### config.mk
export PLATFORM = sky130hd
export DESIGN_NAME = risc_v_mike_mmio_uart_tx
export DESIGN_NICKNAME = d
export VERILOG_FILES = /design/src/rtl/risc_v_mike_mmio_uart_tx.sv
export SDC_FILE = /design/constraint.sdc
export NUM_CORES = 1
export LEC_CHECK = 0
export CORE_AREA = 4 4 102 104
export DETAILED_ROUTE_END_ITERATION = 8
export DIE_AREA = 0 0 106 108
export GPL_TIMING_DRIVEN = 1
export MAX_ROUTING_LAYER = met4
export PLACE_DENSITY = 0.75
export SLEW_MARGIN = 20
export SYNTH_ARGS = -nofsm -noshare
export SYNTH_HDL_FRONTEND = slang
export SYNTH_SLANG_ARGS = --single-unit
### constraint.sdc
create_clock -name clk -period 4.2 [get_ports clk]
set_input_delay 1.05 -clock clk [delete_from_list [all_inputs] [get_ports clk]]
set_output_delay 1.05 -clock clk [all_outputs]
set_load 0.03 [all_outputs]
### src/rtl/risc_v_mike_mmio_uart_tx.sv
// Memory-mapped UART transmitter: TX_DATA/STATUS/CTRL registers, a byte FIFO
// and an 8N1 serialiser with a registered, glitch-free tx line.
module risc_v_mike_mmio_uart_tx #(
    parameter int          CLKS_PER_BIT = 434,
    parameter int          FIFO_DEPTH   = 8,
    parameter logic [31:0] BASE_ADDR    = 32'hFFFF0000
) (
    input  logic        clk,
    input  logic        rst,
    input  logic [31:0] data_mmio_addr,
    input  logic        data_mmio_wr_addr_val,
    input  logic [31:0] data_mmio_wr_data,
    output logic [31:0] data_mmio_rd_data,
    output logic        tx,
    output logic        tx_busy
);

    localparam int AW = $clog2(FIFO_DEPTH);
    localparam int CW = $clog2(FIFO_DEPTH) + 1;
    localparam int BW = $clog2(CLKS_PER_BIT + 1);
    localparam logic [BW-1:0] BAUD_LAST = BW'(CLKS_PER_BIT - 1);

    typedef enum logic [1:0] {IDLE, START, DATA, STOP} state_t;

    state_t        state;
    logic [BW-1:0] baud_cnt;
    logic [2:0]    bit_cnt;
    logic [7:0]    shreg;

    logic [7:0]    fifo_mem [FIFO_DEPTH];
    logic [AW-1:0] wr_ptr;
    logic [AW-1:0] rd_ptr;
    logic [CW-1:0] count;
    logic          overflow;
    logic          enable;

    logic [29:0] word_addr;
    logic [29:0] base_word;
    logic        hit_data, hit_status, hit_ctrl;
    logic        full, empty;
    logic        push_req, push, pop, ovf_evt, ovf_clr, ctrl_wr;
    logic [4:0]  count5;
    logic        unused_bits;

    assign word_addr  = data_mmio_addr[31:2];
    assign base_word  = BASE_ADDR[31:2];
    assign hit_data   = (word_addr == base_word);
    assign hit_status = (word_addr == base_word + 30'd1);
    assign hit_ctrl   = (word_addr == base_word + 30'd2);

    assign full   = (count == CW'(FIFO_DEPTH));
    assign empty  = (count == '0);
    assign count5 = 5'(count);

    // Pop is judged on pre-edge state, so a push into a full FIFO succeeds
    // only when the serialiser is taking the head byte in the same cycle.
    assign pop      = (state == IDLE) && enable && !empty;
    assign push_req = !rst && data_mmio_wr_addr_val && hit_data;
    assign push     = push_req && (!full || pop);
    assign ovf_evt  = push_req && full && !pop;
    assign ovf_clr  = !rst && data_mmio_wr_addr_val && hit_status && data_mmio_wr_data[3];
    assign ctrl_wr  = !rst && data_mmio_wr_addr_val && hit_ctrl;

    assign unused_bits = ^{data_mmio_wr_data[31:8], data_mmio_addr[1:0]};

    always_comb begin
        data_mmio_rd_data = '0;
        if (hit_status)
            data_mmio_rd_data[8:0] = {count5, overflow, tx_busy, empty, full};
        else if (hit_ctrl)
            data_mmio_rd_data[0] = enable;
    end

    always_ff @(posedge clk) begin
        if (rst) begin
            wr_ptr   <= '0;
            rd_ptr   <= '0;
            count    <= '0;
            overflow <= 1'b0;
            enable   <= 1'b0;
        end else begin
            if (push) begin
                fifo_mem[wr_ptr] <= data_mmio_wr_data[7:0];
                wr_ptr           <= wr_ptr + 1'b1;
            end
            if (pop)
                rd_ptr <= rd_ptr + 1'b1;
            if (push && !pop)
                count <= count + 1'b1;
            else if (pop && !push)
                count <= count - 1'b1;
            if (ovf_evt)
                overflow <= 1'b1;
            else if (ovf_clr)
                overflow <= 1'b0;
            if (ctrl_wr)
                enable <= data_mmio_wr_data[0];
        end
    end

    // tx and tx_busy follow the state one cycle later, so both are pure flops.
    always_ff @(posedge clk) begin
        if (rst) begin
            state    <= IDLE;
            baud_cnt <= '0;
            bit_cnt  <= '0;
            shreg    <= '0;
            tx       <= 1'b1;
            tx_busy  <= 1'b0;
        end else begin
            tx_busy <= (state != IDLE);
            case (state)
                IDLE: begin
                    tx <= 1'b1;
                    if (pop) begin
                        shreg    <= fifo_mem[rd_ptr];
                        baud_cnt <= '0;
                        state    <= START;
                    end
                end
                START: begin
                    tx <= 1'b0;
                    if (baud_cnt == BAUD_LAST) begin
                        baud_cnt <= '0;
                        bit_cnt  <= '0;
                        state    <= DATA;
                    end else begin
                        baud_cnt <= baud_cnt + 1'b1;
                    end
                end
                DATA: begin
                    tx <= shreg[0];
                    if (baud_cnt == BAUD_LAST) begin
                        baud_cnt <= '0;
                        shreg    <= {1'b0, shreg[7:1]};
                        if (bit_cnt == 3'd7)
                            state <= STOP;
                        else
                            bit_cnt <= bit_cnt + 1'b1;
                    end else begin
                        baud_cnt <= baud_cnt + 1'b1;
                    end
                end
                STOP: begin
                    tx <= 1'b1;
                    if (baud_cnt == BAUD_LAST) begin
                        baud_cnt <= '0;
                        state    <= IDLE;
                    end else begin
                        baud_cnt <= baud_cnt + 1'b1;
                    end
                end
                default: begin
                    tx    <= 1'b1;
                    state <= IDLE;
                end
            endcase
        end
    end

endmodule

# Word-level counts from Yosys, hierarchy flattened
# Memories as Yosys holds them, arrays and structs flattened. A register that Yosys moved wholly into a read port is not among the register bits.
# Index checks and enable logic that the tools add are counted.
# classes
reduce_logical	30
add_sub_neg	6
mux	29
n_eq_ne	15
# ops
operator	n
30-bit equality test, second input constant	3
9-bit 2-to-1 mux	2
9-bit case mux with 2 select lines	1
8-bit 2-to-1 mux	2
8-bit case mux with 2 select lines	1
3-bit 2-to-1 mux	5
1-bit logical AND	12
2-bit != test, second input constant	6
2-bit 2-to-1 mux	5
2-bit nonzero test	5
3-bit by 1-bit adder with 3-bit output, second input constant	3
9-bit by 1-bit adder with 9-bit output, second input constant	1
9-bit equality test, second input constant	1
4-bit 2-to-1 mux	2
2-bit case mux with 4 select lines	1
1-bit 2-to-1 mux	7
7-bit 2-to-1 mux	1
3-bit case mux with 2 select lines	1
1-bit zero test	5
5-bit AND reduction	1
4-bit by 1-bit adder with 4-bit output, second input constant	1
2-bit equality test, second input constant	2
4-bit equality test, second input constant	1
4-bit zero test	1
other kinds (10)	10
# totals
output_inout_bits	34
ram_bits	64
reg_bits	36
mem_count	1
# memory_table
memory	words	width	rd	rd_ports_with_merged_regs	write_ports	line	source
fifo_mem	8	8	1	1	1	30	logic [7:0] fifo_mem [FIFO_DEPTH];

# Logic depth before layout (Yosys ltp)
# logic_depth
word_depth	9
mapped_depth	13
ltp_nobuf	13

# Worst setup path after synthesis
# No wires, ideal clock.
# synth_timing
kind	input port to output port
from	input port data_mmio_addr[11]
to	output port data_mmio_rd_data[1]
slack_ps	264
stages	4
t_arrival_ps	2886
path_cell_list	or4b_4 > nor4_4 > nand2_2 > nor4_1
# synth_between
elab_chain_len	2
# synth_rtl
element	line	source
from (decl)	10	input logic [31:0] data_mmio_addr,
30-bit equality test	48	assign hit_status = (word_addr == base_word + 30'd1);
7-bit 2-to-1 mux	68	if (hit_status)
to (decl)	13	output logic [31:0] data_mmio_rd_data,
# No other way between the ends.

# Final worst setup path
# layout_timing
from	input port data_mmio_addr[12]
to	output port data_mmio_rd_data[5]
# Same word-level chain as after synthesis.

==> metrics <==
fin nets 516; Core ar. 9550 µm²; min-delay src bit_cnt[2]$_SDFFE_PP0P_; Mapped Cells 370; Crit Path Class in -> out; DP Worst Slack -133 ps; clk_lat worst skew 360 ps; ANT nets after route 0; Async SR Flop Fraction 0%; peak supply drop 0.247 mV; Die X 106 µm; first-pass GRT wire length 14.6 mm; Final TNS setup 0 ps; Netlist cell types 52; Arr. time, crit path 3060 ps; top cells by area, synth edfxtp_1 (41%), dfxtp_1 (17%), mux4_2 (7.6%); most frequent CP cell buf_4; hpwl dp 6.20 mm; Reg-to-Reg Start state[0]$_SDFFE_PP0P_; Clock Sinks 103; row cnt 36; Worst Path Required 3150 ps; global-route usage over all layers 16.9%; crit-path max cell delay 550 ps; final setup violating endpoints 0; share of cells above drive strength 1 16.4%; Initial Util 49.5%; largest net degree at the start of global routing 27; Finished Cell Area 5570 µm²; # DRC 0; Via-to-Cell Ratio 5.16; post-synth top area share 40.6%; Ys Warns 0; fillcell total 792; Inst Count DP 556; Slowest cell on crit path or4b_4; Root Buffer clkbuf_8; worst-path fanout max 8; Max-cap violations 0; WL final 8.72 mm; clk slew on worst S/H paths 90 ps; htree depth 3; CP Launch Type primary input; Clock Tree Buf Depth 2; relative max-transition margin 45.6%; Top Ports 101; Setup Skew 17.6 ps; crit path time final 4110 ps; status finished, final reports clean; CTS tree done; Port Buf Inserts 50; Hold Vio Cnt, Final 0; most used flip-flop cell after synthesis edfxtp_1; worst setup path startpoint data_mmio_addr[12]; Power Total 2.02 mW; diodes inserted 0; GPL Wtd Cong 0.722; #FFs+latches synth 103; number of CTS-inserted buffers 9; Yosys top cell by area edfxtp_1; DR vias 2951; placement-stage cell area 5360 µm²; Post-synth EDFFs 64; vias in the first global route 3033; LEAKAGE 1.95 nW; worst-path cell chain clkdlybuf4s50_1, or4b_4, nor4_4, nand2_2, buf_4, nor3_2, buf_4, and2_1, buf_4; 1st-iter DRT viols 174; max frequency 244 MHz; hold bufs inserted after CTS 0; WP buf/inv 4; mapped cell area 4730 µm²; commonest non-fill, non-tap cells in the layout edfxtp_1 (64), clkdlybuf4s50_1 (42), dfxtp_1 (38), nor2_1 (30), nand2_1 (28); area grow syn2layout 17.8%; sequential share of the synthesized area 57.1%; Final Slew Violations 0; Cell Pwr Density 362 nW/µm²; CP Capture Type output pin; Cell Count, Final, Fillers Out 572; average cell area after synthesis 12.8 µm²; Die Ht 108 µm; global route overflow 0; die area 11400 µm²; routed len/inst 15.2 µm; initial antenna violation count 0; RSZ-0062 raised after global routing no; top cell family by delay on the critical path simple AND/OR/NAND/NOR gates; most common cell after layout, fill and taps aside edfxtp_1; slew of the pin with the lowest slew margin 815 ps; PnR worst setup slack 94.9 ps; TritonRoute pass-1 iters 4; final critical-path share of the clock period 97.7%; type of the most critical hold path reg -> reg
worst paths after layout:
check / endpoint / slack (ps) / depth (start not counted)
min reg2reg: bit_cnt[2]$_SDFFE_PP0P_ / 480 / 2
max reg2reg: count[3]$_SDFFE_PP0P_ / 1270 / 13
min: bit_cnt[2]$_SDFFE_PP0P_ / 480 / 2
max: data_mmio_rd_data[5] / 90 / 9
state kept, by name, summed over array words and instances, names as in the netlist, named ones only:
signal,cells
count,4
baud_cnt,9
wr_ptr,3
tx,1
rd_ptr,3
tx_busy,1
overflow,1
state,2
enable,1
shreg,8
bit_cnt,3
fifo_mem,64
cell usage after synthesis (3+ instances only):
master	number
nand3_1	5
nor3_1	7
inv_1	8
clkbuf_1	11
nor2_1	30
ha_1	14
buf_4	24
mux2i_1	13
xor2_1	7
xnor2_1	6
dfxtp_1	39
nand4_1	6
a21oi_1	10
nor3b_1	5
and2_1	13
nand2_1	28
mux4_2	16
a22o_1	7
o21ai_0	13
edfxtp_1	64
nor4b_2	3
report_power, final:
part	switching (mW)	internal, mW	total (mW)
combinational	0.166	0.115	0.281
clock	0.362	0.233	0.595
sequential	0.0316	1.11	1.14
kinds of logic after synthesis:
| logic type | Yosys count | share of synthesized area [%] |
|---|---|---|
| other | 1 | 0.0793 |
| AO/OA/AOI/OAI | 43 | 5.90 |
| AND/OR/NAND/NOR | 119 | 14.1 |
| flip-flops | 103 | 57.1 |
| adder cells (fa/ha/maj) | 15 | 4.13 |
| multiplexers | 30 | 10.6 |
| buffers and inverters | 46 | 5.61 |
| XOR/XNOR | 13 | 2.41 |
repair_timing:
item / in CTS / in global routing
buffers inserted: 0 / 0
resized for setup: 0 / 3
hold endpoints to repair: 0 / 0
setup endpoints to repair: 0 / 6
cell type report:
type                       count  area [µm²]  share of cell area (%)
inverter                       8        30.0                   0.539
timing repair buffer          68         616                    11.0
clock buffer                   9         124                    2.22
clock inverter                 7        71.3                    1.28
multi-input combinational    244        1860                    33.4
sequential                   103        2700                    48.5
tap                          133         166                    2.99
through the flow:
step | util (%) | hold WS (ps)
floorplan | - | 438
global placement | 56.2 | 456
detailed placement | 56.2 | 461
CTS | 58.2 | 477
global route | 58.4 | 499
finish | 58.4 | 477
per-layer routing:
metal | vias to the layer above | track usage [%] | share of wire (%)
li1 | 1441 | - | -
met1 | 1421 | 19.3 | 39
met2 | 79 | 30.1 | 54
met3 | 10 | 3.70 | 5.2
met4 | 0 | 4.63 | 1.4
met5 | - | - | 0
tightest hold or removal path, cell delays in order, from the launching register on:
cell     delay (ps)
dfxtp_1         330
nand2_1          50
a21oi_1          50
No activity file was read; power rests on OpenSTA's default activity.
